===== config.mk =====
export PLATFORM = sky130hd
export DESIGN_NAME = edge_event_arbiter_flat
export DESIGN_NICKNAME = d
export VERILOG_FILES = /design/src/rtl/edge_event_arbiter_pkg.sv /design/src/rtl/edge_event_arbiter_if.sv /design/src/rtl/edge_event_arbiter_edge_detect_cell.sv /design/src/rtl/edge_event_arbiter.sv /design/src/flat_wrapper.sv
export SDC_FILE = /design/constraint.sdc
export NUM_CORES = 1
export LEC_CHECK = 0
export ABC_AREA = 1
export CAP_MARGIN = 10
export CORE_MARGIN = 8
export CORE_UTILIZATION = 47
export CTS_BUF_LIST = sky130_fd_sc_hd__clkbuf_16
export CTS_CLUSTER_SIZE = 20
export DETAILED_ROUTE_END_ITERATION = 10
export GPL_TIMING_DRIVEN = 0
export PLACE_DENSITY = 0.74
export RECOVER_POWER = 50
export SYNTH_ARGS = -nofsm -noshare
export SYNTH_HDL_FRONTEND = slang
export SYNTH_SLANG_ARGS = --single-unit

===== constraint.sdc =====
create_clock -name clock -period 3.24 [get_ports clock]
set_clock_uncertainty 0.05 [all_clocks]
set_input_delay 0.648 -clock clock [delete_from_list [all_inputs] [get_ports clock]]
set_output_delay 0.648 -clock clock [all_outputs]
set_load 0.03 [all_outputs]

===== src/rtl/edge_event_arbiter_pkg.sv =====
// Shared definitions for the edge-event arbiter: channel mode encodings,
// FSM state type and the per-mode edge qualification helper.
package edge_evt_pkg;

  localparam logic [1:0] MODE_OFF  = 2'b00;
  localparam logic [1:0] MODE_RISE = 2'b01;
  localparam logic [1:0] MODE_FALL = 2'b10;
  localparam logic [1:0] MODE_ANY  = 2'b11;

  typedef enum logic {
    ST_IDLE    = 1'b0,
    ST_PRESENT = 1'b1
  } evt_state_t;

  // True when the transition prev->cur is an edge this mode cares about.
  function automatic logic edge_hit(input logic [1:0] mode,
                                    input logic       prev,
                                    input logic       cur);
    logic hit;
    hit = 1'b0;
    case (mode)
      MODE_RISE: hit = !prev && cur;
      MODE_FALL: hit = prev && !cur;
      MODE_ANY:  hit = prev ^ cur;
      default:   hit = 1'b0;
    endcase
    return hit;
  endfunction

endpackage


===== src/rtl/edge_event_arbiter_if.sv =====
// Event port bundle: valid/ready handshake carrying the channel index and
// the line level captured with the edge.
interface edge_event_arbiter_if #(
  parameter int N_CH = 4
) ();
  localparam int CH_W = $clog2(N_CH);

  logic            evt_valid;
  logic            evt_ready;
  logic [CH_W-1:0] evt_ch;
  logic            evt_level;

  // Arbiter side: presents events, observes acceptance.
  modport master (
    output evt_valid,
    output evt_ch,
    output evt_level,
    input  evt_ready
  );

  // Consumer side.
  modport slave (
    input  evt_valid,
    input  evt_ch,
    input  evt_level,
    output evt_ready
  );
endinterface


===== src/rtl/edge_event_arbiter_edge_detect_cell.sv =====
// One monitored line: registers the previous level, qualifies edges by
// mode and keeps a single pending event (with its level) until granted.
// A new edge on an already pending, non-granted channel is coalesced.
module edge_detect_cell
  import edge_evt_pkg::*;
(
  input  logic       clock,
  input  logic       reset,
  input  logic       x,
  input  logic [1:0] mode,
  input  logic       grant_clr,
  input  logic       mode_clr,
  output logic       pend,
  output logic       pend_lvl,
  output logic       coalesce
);

  logic x_q, x_d;
  logic pend_q, pend_d;
  logic pend_lvl_q, pend_lvl_d;
  logic hit;

  // Pending-state update: disabling the channel beats a new edge, a new
  // edge beats the grant clear of the same cycle.
  always_comb begin
    hit        = edge_hit(mode, x_q, x);
    x_d        = x;
    pend_d     = pend_q;
    pend_lvl_d = pend_lvl_q;
    if (mode_clr) begin
      pend_d = 1'b0;
    end else if (hit) begin
      pend_d     = 1'b1;
      pend_lvl_d = x;
    end else if (grant_clr) begin
      pend_d = 1'b0;
    end
    coalesce = hit && pend_q && !grant_clr && !mode_clr;
  end

  // State registers; the line is still tracked in reset so release is quiet.
  always_ff @(posedge clock) begin
    if (reset) begin
      x_q        <= x;
      pend_q     <= 1'b0;
      pend_lvl_q <= 1'b0;
    end else begin
      x_q        <= x_d;
      pend_q     <= pend_d;
      pend_lvl_q <= pend_lvl_d;
    end
  end

  assign pend     = pend_q;
  assign pend_lvl = pend_lvl_q;

endmodule


===== src/rtl/edge_event_arbiter.sv =====
// Multi-channel edge-event scheduler: per-channel edge detection, pending
// latches and round-robin serialisation onto one valid/ready event port.
// Optional build macro EDGE_EVT_OVF_CNT_EN adds the ovf_cnt port counting
// cycles in which at least one pending event was coalesced.
module edge_event_arbiter
  import edge_evt_pkg::*;
#(
  parameter int N_CH  = 4,
  parameter int CNT_W = 8
) (
  input  logic                clock,
  input  logic                reset,
  input  logic [N_CH-1:0]     x,
  input  logic                mode_we,
  input  logic [2*N_CH-1:0]   mode_wdata,
  edge_event_arbiter_if.master evt
`ifdef EDGE_EVT_OVF_CNT_EN
  ,
  output logic [CNT_W-1:0]    ovf_cnt
`endif
);

  localparam int CH_W = $clog2(N_CH);

  evt_state_t        state_q, state_d;
  logic [2*N_CH-1:0] mode_q, mode_d;
  logic [CH_W-1:0]   evt_ch_q, evt_ch_d;
  logic              evt_level_q, evt_level_d;
  logic [CH_W-1:0]   rr_ptr_q, rr_ptr_d;

  logic [N_CH-1:0]   pend;
  logic [N_CH-1:0]   pend_lvl;
  logic [N_CH-1:0]   coalesce;
  logic [N_CH-1:0]   mode_clr;
  logic [N_CH-1:0]   grant_vec;
  logic [CH_W-1:0]   grant_idx;
  logic              grant_en;
  logic              any_pend;

  // First pending channel after ptr, wrapping modulo N_CH.
  function automatic logic [CH_W-1:0] rr_pick(input logic [N_CH-1:0] p,
                                              input logic [CH_W-1:0] ptr);
    logic [CH_W-1:0] pick;
    logic [CH_W-1:0] idx;
    logic            found;
    pick  = '0;
    found = 1'b0;
    for (int off = 1; off <= N_CH; off++) begin
      idx = CH_W'((int'(ptr) + off) % N_CH);
      if (!found && p[idx]) begin
        found = 1'b1;
        pick  = idx;
      end
    end
    return pick;
  endfunction

  genvar gi;
  generate
    for (gi = 0; gi < N_CH; gi++) begin : g_ch
      assign mode_clr[gi] = mode_we && (mode_wdata[2*gi +: 2] == MODE_OFF);

      edge_detect_cell u_cell (
        .clock     (clock),
        .reset     (reset),
        .x         (x[gi]),
        .mode      (mode_q[2*gi +: 2]),
        .grant_clr (grant_vec[gi]),
        .mode_clr  (mode_clr[gi]),
        .pend      (pend[gi]),
        .pend_lvl  (pend_lvl[gi]),
        .coalesce  (coalesce[gi])
      );
    end
  endgenerate

  // Grant selection: a slot opens when idle or when the shown event is taken.
  always_comb begin
    any_pend  = |pend;
    grant_en  = any_pend && ((state_q == ST_IDLE) || evt.evt_ready);
    grant_idx = rr_pick(pend, rr_ptr_q);
    grant_vec = '0;
    if (grant_en) begin
      grant_vec[grant_idx] = 1'b1;
    end
  end

  // Next-state, output-register and mode-register logic.
  always_comb begin
    state_d     = state_q;
    mode_d      = mode_we ? mode_wdata : mode_q;
    evt_ch_d    = evt_ch_q;
    evt_level_d = evt_level_q;
    rr_ptr_d    = rr_ptr_q;
    case (state_q)
      ST_IDLE: begin
        if (any_pend) state_d = ST_PRESENT;
      end
      ST_PRESENT: begin
        if (evt.evt_ready) state_d = any_pend ? ST_PRESENT : ST_IDLE;
      end
      default: state_d = ST_IDLE;
    endcase
    if (grant_en) begin
      evt_ch_d    = grant_idx;
      evt_level_d = pend_lvl[grant_idx];
      rr_ptr_d    = grant_idx;
    end
  end

  // State and output registers.
  always_ff @(posedge clock) begin
    if (reset) begin
      state_q     <= ST_IDLE;
      mode_q      <= '0;
      evt_ch_q    <= '0;
      evt_level_q <= 1'b0;
      rr_ptr_q    <= CH_W'(N_CH - 1);
    end else begin
      state_q     <= state_d;
      mode_q      <= mode_d;
      evt_ch_q    <= evt_ch_d;
      evt_level_q <= evt_level_d;
      rr_ptr_q    <= rr_ptr_d;
    end
  end

  assign evt.evt_valid = (state_q == ST_PRESENT);
  assign evt.evt_ch    = evt_ch_q;
  assign evt.evt_level = evt_level_q;

`ifdef EDGE_EVT_OVF_CNT_EN
  logic [CNT_W-1:0] ovf_cnt_q, ovf_cnt_d;

  // Saturating count of cycles with at least one coalesced edge.
  always_comb begin
    ovf_cnt_d = ovf_cnt_q;
    if ((|coalesce) && (ovf_cnt_q != {CNT_W{1'b1}})) begin
      ovf_cnt_d = ovf_cnt_q + 1'b1;
    end
  end

  // Overflow counter register.
  always_ff @(posedge clock) begin
    if (reset) ovf_cnt_q <= '0;
    else       ovf_cnt_q <= ovf_cnt_d;
  end

  assign ovf_cnt = ovf_cnt_q;
`else
  // Coalescing is silent in this build.
  wire unused_coalesce = &{1'b0, coalesce};
`endif

endmodule

===== src/flat_wrapper.sv =====
// flat-port wrapper written by rule: the top's interface ports become plain ports
module edge_event_arbiter_flat import edge_evt_pkg::*;
#(
  parameter int N_CH  = 4,
  parameter int CNT_W = 8
)
  (clock, reset, x, mode_we, mode_wdata, evt_evt_valid, evt_evt_ch, evt_evt_level, evt_evt_ready);
  edge_event_arbiter_if #(.N_CH(N_CH)) evt_i ();
  input  logic clock;
  input  logic reset;
  input  logic [N_CH-1:0] x;
  input  logic mode_we;
  input  logic [2*N_CH-1:0] mode_wdata;
  output wire logic [$bits(evt_i.evt_valid)-1:0] evt_evt_valid;
  output wire logic [$bits(evt_i.evt_ch)-1:0] evt_evt_ch;
  output wire logic [$bits(evt_i.evt_level)-1:0] evt_evt_level;
  input wire logic [$bits(evt_i.evt_ready)-1:0] evt_evt_ready;
  assign evt_evt_valid = evt_i.evt_valid;
  assign evt_evt_ch = evt_i.evt_ch;
  assign evt_evt_level = evt_i.evt_level;
  assign evt_i.evt_ready = evt_evt_ready;
  edge_event_arbiter #(.N_CH(N_CH), .CNT_W(CNT_W)) u_core (.clock(clock), .reset(reset), .x(x), .mode_we(mode_we), .mode_wdata(mode_wdata), .evt(evt_i));
endmodule

After elaboration in Yosys (flattened, before gate mapping):

Index checks and enable logic that the tools add are counted.

* magnitude comparators: 6
* mux-type cells: 35
* reductions and logical operators: 46
* add/subtract/negate cells: 4
* bitwise operators: 9
* equality and inequality tests: 12

Operators by type and width (count)
* 2-to-1 mux 1 bit: 19
* logical AND 1 bit: 17
* equality test 2 bit (second input constant): 8
* less-than comparator 2 x 3 -> 1 bit (second input constant): 5
* one-hot mux 1 bit (3 select lines): 4
* zero test 1 bit: 11
* binary-select mux 1 bit (select 2 bit): 5
* equality test 2 x 1 -> 1 bit (second input constant): 4
* zero test 2 bit: 4
* 2-to-1 mux 2 bit: 4
* AND reduction 2 bit: 4
* nonzero test 2 bit: 4
* OR reduction 2 bit: 4
* NOT 1 bit: 5
* adder 2 x 1 -> 2 bit (second input constant): 2
* adder 2 bit (second input constant): 2
* 2-to-1 mux 4 bit: 1
* OR reduction 4 bit: 1
* bitwise XOR 1 bit: 4
* demux 1 bit (select 2 bit): 1
* >= comparator 2 x 1 -> 1 bit (second input constant): 1
* one-hot mux 1 bit (2 select lines): 1
* logical OR 1 bit: 1

* output and inout port bits: 4
* input port bits: 16
* bits in registers: 26
* logic and storage cells: 129

Depth between registers and ports, before layout:

* word-level depth: 20
* mapped depth: 14
* depth with buffers taken out: 14

Cells and area by module:

Synthesis repeated with hierarchy kept, for this count alone.

* cells, all modules: 240
* area total of the unflattened synthesis: 1622.8 sq um

By module, submodules not included
* edge_event_arbiter: area an instance 877.1 sq um, cells each 136, instances 1, sequential area each 280.3 sq um
* edge_detect_cell: area an instance 186.4 sq um, cells each 26, instances 4, sequential area each 60.1 sq um

Worst setup path after synthesis:

No wires, ideal clock.

* kind: input to register
* from: in x[2]
* to: reg u_core.g_ch[2].u_cell.pend_lvl_q
* setup time: 91 ps
* arrival: 1517 ps
* cell stages on the path: 7
* data required time: 3099 ps
* setup slack: 1582 ps
* path buffers: 0
* cell sequence: inv_1 ha_1 nor2_1 a211o_1 nand2_1 inv_1 a311oi_1

* word-level cells in the longest chain between the ends: 4
* elaborated cells between the ends (all ways): 6
* those cells by class: 1 x mux; 1 x bitwise; 4 x reduce/logical

RTL lines
* start: declaration: line flat_wrapper.sv:11 `input logic [N_CH-1:0] x;`
* zero test 1 bit: line edge_event_arbiter_pkg.sv:23 `MODE_FALL: hit = prev && !cur;`
* logical AND 1 bit: line edge_event_arbiter_pkg.sv:23
* one-hot mux 1 bit (3 select lines): line edge_event_arbiter_pkg.sv:21 `case (mode)`
* AND reduction 2 bit (no line)
* end signal: assignment: line edge_event_arbiter_edge_detect_cell.sv:50 `pend_lvl_q <= pend_lvl_d;`
* end: declaration: line edge_event_arbiter_edge_detect_cell.sv:20 `logic pend_lvl_q, pend_lvl_d;`

Parallel ways exist; a longest one is shown, timed or not.
A chain may end at the register's enable or synchronous reset.

Final worst setup path:

* from: in x[1]
* to: reg u_core.g_ch[1].u_cell.pend_lvl_q

* word-level cells in the longest chain between the ends: 4
* elaborated cells between the ends (all ways): 6
* those cells by class: 1 x mux; 1 x bitwise; 4 x reduce/logical

RTL lines (line)
* zero test 1 bit: edge_event_arbiter_pkg.sv:23
* logical AND 1 bit: edge_event_arbiter_pkg.sv:23
* one-hot mux 1 bit (3 select lines): edge_event_arbiter_pkg.sv:21
* AND reduction 2 bit (no line)
* end signal: assignment: edge_event_arbiter_edge_detect_cell.sv:50
* end: declaration: edge_event_arbiter_edge_detect_cell.sv:20

Parallel ways exist; a longest one is shown, timed or not.

==> metrics.csv <==
stage,metric,value,unit
floorplan,# IOs,20,
synthesis,fraction of the yosys area taken by sequential cells,35.0,%
clock_tree,CTS tree,built,
pwr,PD cells,620,nW/µm²
finish,most frequent cells in the layout,"nand2_1, inv_1, dfxtp_1",
floorplan,initial cell density of the core,49.1,%
finish,Layout area overhead,22.9,%
status,status,finished clean,
route,WL per Instance,10.8,µm
finish,register area,520,µm²
global_route,vias in the first global route,1311,
synthesis,asr flop ratio synth,0,%
finish,final net count,256,
sta,worst setup margin,1.09,ns
clock_tree,CTS Buffer Depth,2,
sta,"Setup violations, final",0,
synthesis,cell taking the most area after synthesis,dfxtp_1,
synthesis,Yosys cell types,30,
synthesis,Mapped Cells,209,
place,Setup WS pre-CTS,0.955,ns
sta,max frequency,0.465,GHz
finish,"commonest non-fill, non-tap cell in the layout",nand2_1,
synthesis,average cell area after synthesis,7.12,µm²
setup_path,CP Capture Type,flip-flop,
setup_path,flop2flop setup slack,1.53,ns
clock_tree,H-Tree Depth,1,
sta,Fin. Hold Viols,0,
route,post-route ant nets,0,
place,IO Port Bufs,18,
place,GP Congestion,0.844,
synthesis,Netlist Area Pre-Place,1490,µm²
finish,fillers,279,
route,Via density,4.91,
setup_path,CP required,3.36,ns
floorplan,Core ar.,3030,µm²
place,hpwl dp,2280,µm
synthesis,synth top area cells,"dfxtp_1, nand2_1, inv_1",
synthesis,"Top FF cell, synth",dfxtp_1,
global_route,gr usage total,12.4,%
global_route,initial antenna violation count,0,
sta,Fin Setup TNS,0,ns
min_path,Worst Hold Class,reg2reg,
sta,Max Transition Viols Final,0,
finish,diode count,0,
setup_path,Slowest Stage Delay on Critical Path,0.57,ns
synthesis,"Net Count, Synth",233,
synthesis,"FF+latch count, synth",26,
sta,Tightest Pin Transition,0.499,ns
floorplan,Die Wd,72.3,µm
finish,Multi-input gate area,806,µm²
setup_path,critical path class,in2reg,
pwr,VDD IR max,0.327,mV
clock_tree,Post-CTS Setup Repair Bufs,0,
setup_path,crit start category,primary input,
clock_tree,Worst-Skew Late Latency,0.26,ns
pwr,Power Total,1.13,mW
synthesis,number of enable flip-flop cells after synthesis,0,
sta,worst rel slew slack,66.6,%
clock_tree,Post-CTS Hold Fix Bufs,0,
place,placed insts,271,
sta,minimum clock period,2.15,ns
setup_path,CP max stage cell,dlygate4sd3_1,
global_route,GRT overflow,0,
sta,crit share post-route,66.4,%
floorplan,Die H,72.3,µm
run,MaxCap Viol Count,0,
clock_tree,CTS root buf,clkbuf_16,
setup_path,CP arrival,2.27,ns
clock_tree,post_cts resized,0,
sta,RSZ-0062 raised after global routing,no,
setup_path,Worst Path Max Fanout,3,
route,Starting DRT DRC Count,44,
pwr,Leak,0.870,nW
floorplan,total die area,5220,µm²
finish,final std cells w/o fill,275,
global_route,largest net degree at the start of global routing,16,
route,iteration count of the initial detailed-routing pass,4,
synthesis,share of Yosys cell area claimed by the top area cell type,35.0,%
route,routed via count,1349,
clock_tree,clk sinks,26,
finish,layout cell share with drive strength beyond 1,12.6,%
route,final WL,2960,µm
floorplan,num rows,20,
clock_tree,TritonCTS Buffers,3,
setup_path,most frequent CP cell,inv_1,
route,# DRC,0,
global_route,first-pass GRT wire length,5400,µm
setup_path,CP Cell Sequence,dlygate4sd3_1 -> inv_1 -> ha_1 -> o21ai_0 -> nand2_1 -> inv_1 -> a21oi_1 -> a311oi_1,
clock_tree,"Clk pin slew, worst setup/hold paths",0.07,ns
synthesis,yosys warns,0,
==> cell usage after synthesis (2+ instances only) <==
cell	count
ha_1	8
a311oi_1	3
inv_2	4
nand2_1	49
a211oi_1	2
nand2_4	5
dfxtp_1	26
nor3_1	3
o21ai_0	12
o211ai_1	2
nor2_2	2
a21oi_1	18
inv_1	32
nand2_2	8
nand3_1	9
clkbuf_1	3
nor2_1	8
nand4_1	3
==> path summary, 6_finish.rpt <==
| path | from | end | cells past startpoint |
|---|---|---|---|
| worst max-delay path | x[1] | u_core.g_ch[1].u_cell.pend_lvl | 8 |
| worst min-delay path | u_core.mode_q[3] | u_core.mode_q[3] | 2 |
| worst max register to register | u_core.rr_ptr_q[1] | u_core.evt.evt_level | 11 |
| worst min register to register | u_core.mode_q[3] | u_core.mode_q[3] | 2 |
==> power breakdown <==
part           internal (mW)  total [mW]  switching (mW)
sequential             0.356       0.380          0.0249
clock                  0.246       0.356           0.110
combinational          0.147       0.397           0.250
total                  0.748        1.13           0.385
==> registers in the layout, indices dropped and copies added, names as in the netlist <==
register,flops
u_core.mode_q,8
u_core.g_ch.u_cell.pend,4
u_core.g_ch.u_cell.pend_lvl,4
u_core.g_ch.u_cell.x_q,4
u_core.evt.evt_ch,2
u_core.rr_ptr_q,2
u_core.evt.evt_level,1
u_core.evt.evt_valid,1
==> critical path: cells and delay by family <==
| kind | cells | cell delay, ns |
|---|---|---|
| fa+ha+maj | 1 | 0.28 |
| compound gates | 3 | 0.48 |
| buf+inv | 3 | 0.73 |
| simple gates | 1 | 0.13 |
==> cell type report <==
class,instances,share of cell area [%]
plain buffers,4,1.23
clock buffers,3,4.11
clock inverters,1,1.64
inverters,37,7.60
multi-input cells,142,44.1
flip-flops and latches,26,28.5
well taps,44,3.01
repair buffers,18,9.86
==> stage by stage <==
stage / util (%) / hold slack, ns / instance area [µm²]
4_1_cts: 60.4 / 0.432 / 1830
3_5_place_dp: 56.9 / 0.423 / 1720
5_1_grt: 60.4 / 0.447 / 1830
3_3_place_gp: 56.9 / 0.417 / 1720
2_1_floorplan: - / 0.404 / 1490
6_report: 60.4 / 0.429 / 1830
==> cells by family (layout without fill, tap and decap cells) <==
logic type | Yosys count | after routing | synth area share (%)
adder cells (fa/ha/maj) | 8 | 8 | 6.73
AO/OA/AOI/OAI | 43 | 43 | 17.2
flip-flops | 26 | 26 | 35.0
buffers and inverters | 41 | 63 | 10.8
AND/OR/NAND/NOR | 91 | 91 | 30.2
==> metal layers <==
layer  vias to the layer above  routed length, µm  GRT usage (%)
met1                       605               1450           14.8
met5                         -                  0              0
met2                        19               1400           22.2
li1                        723                  -              -
met3                         2                 86           1.79
met4                         0                 19           3.40
Power figures use the tool's default switching activity.
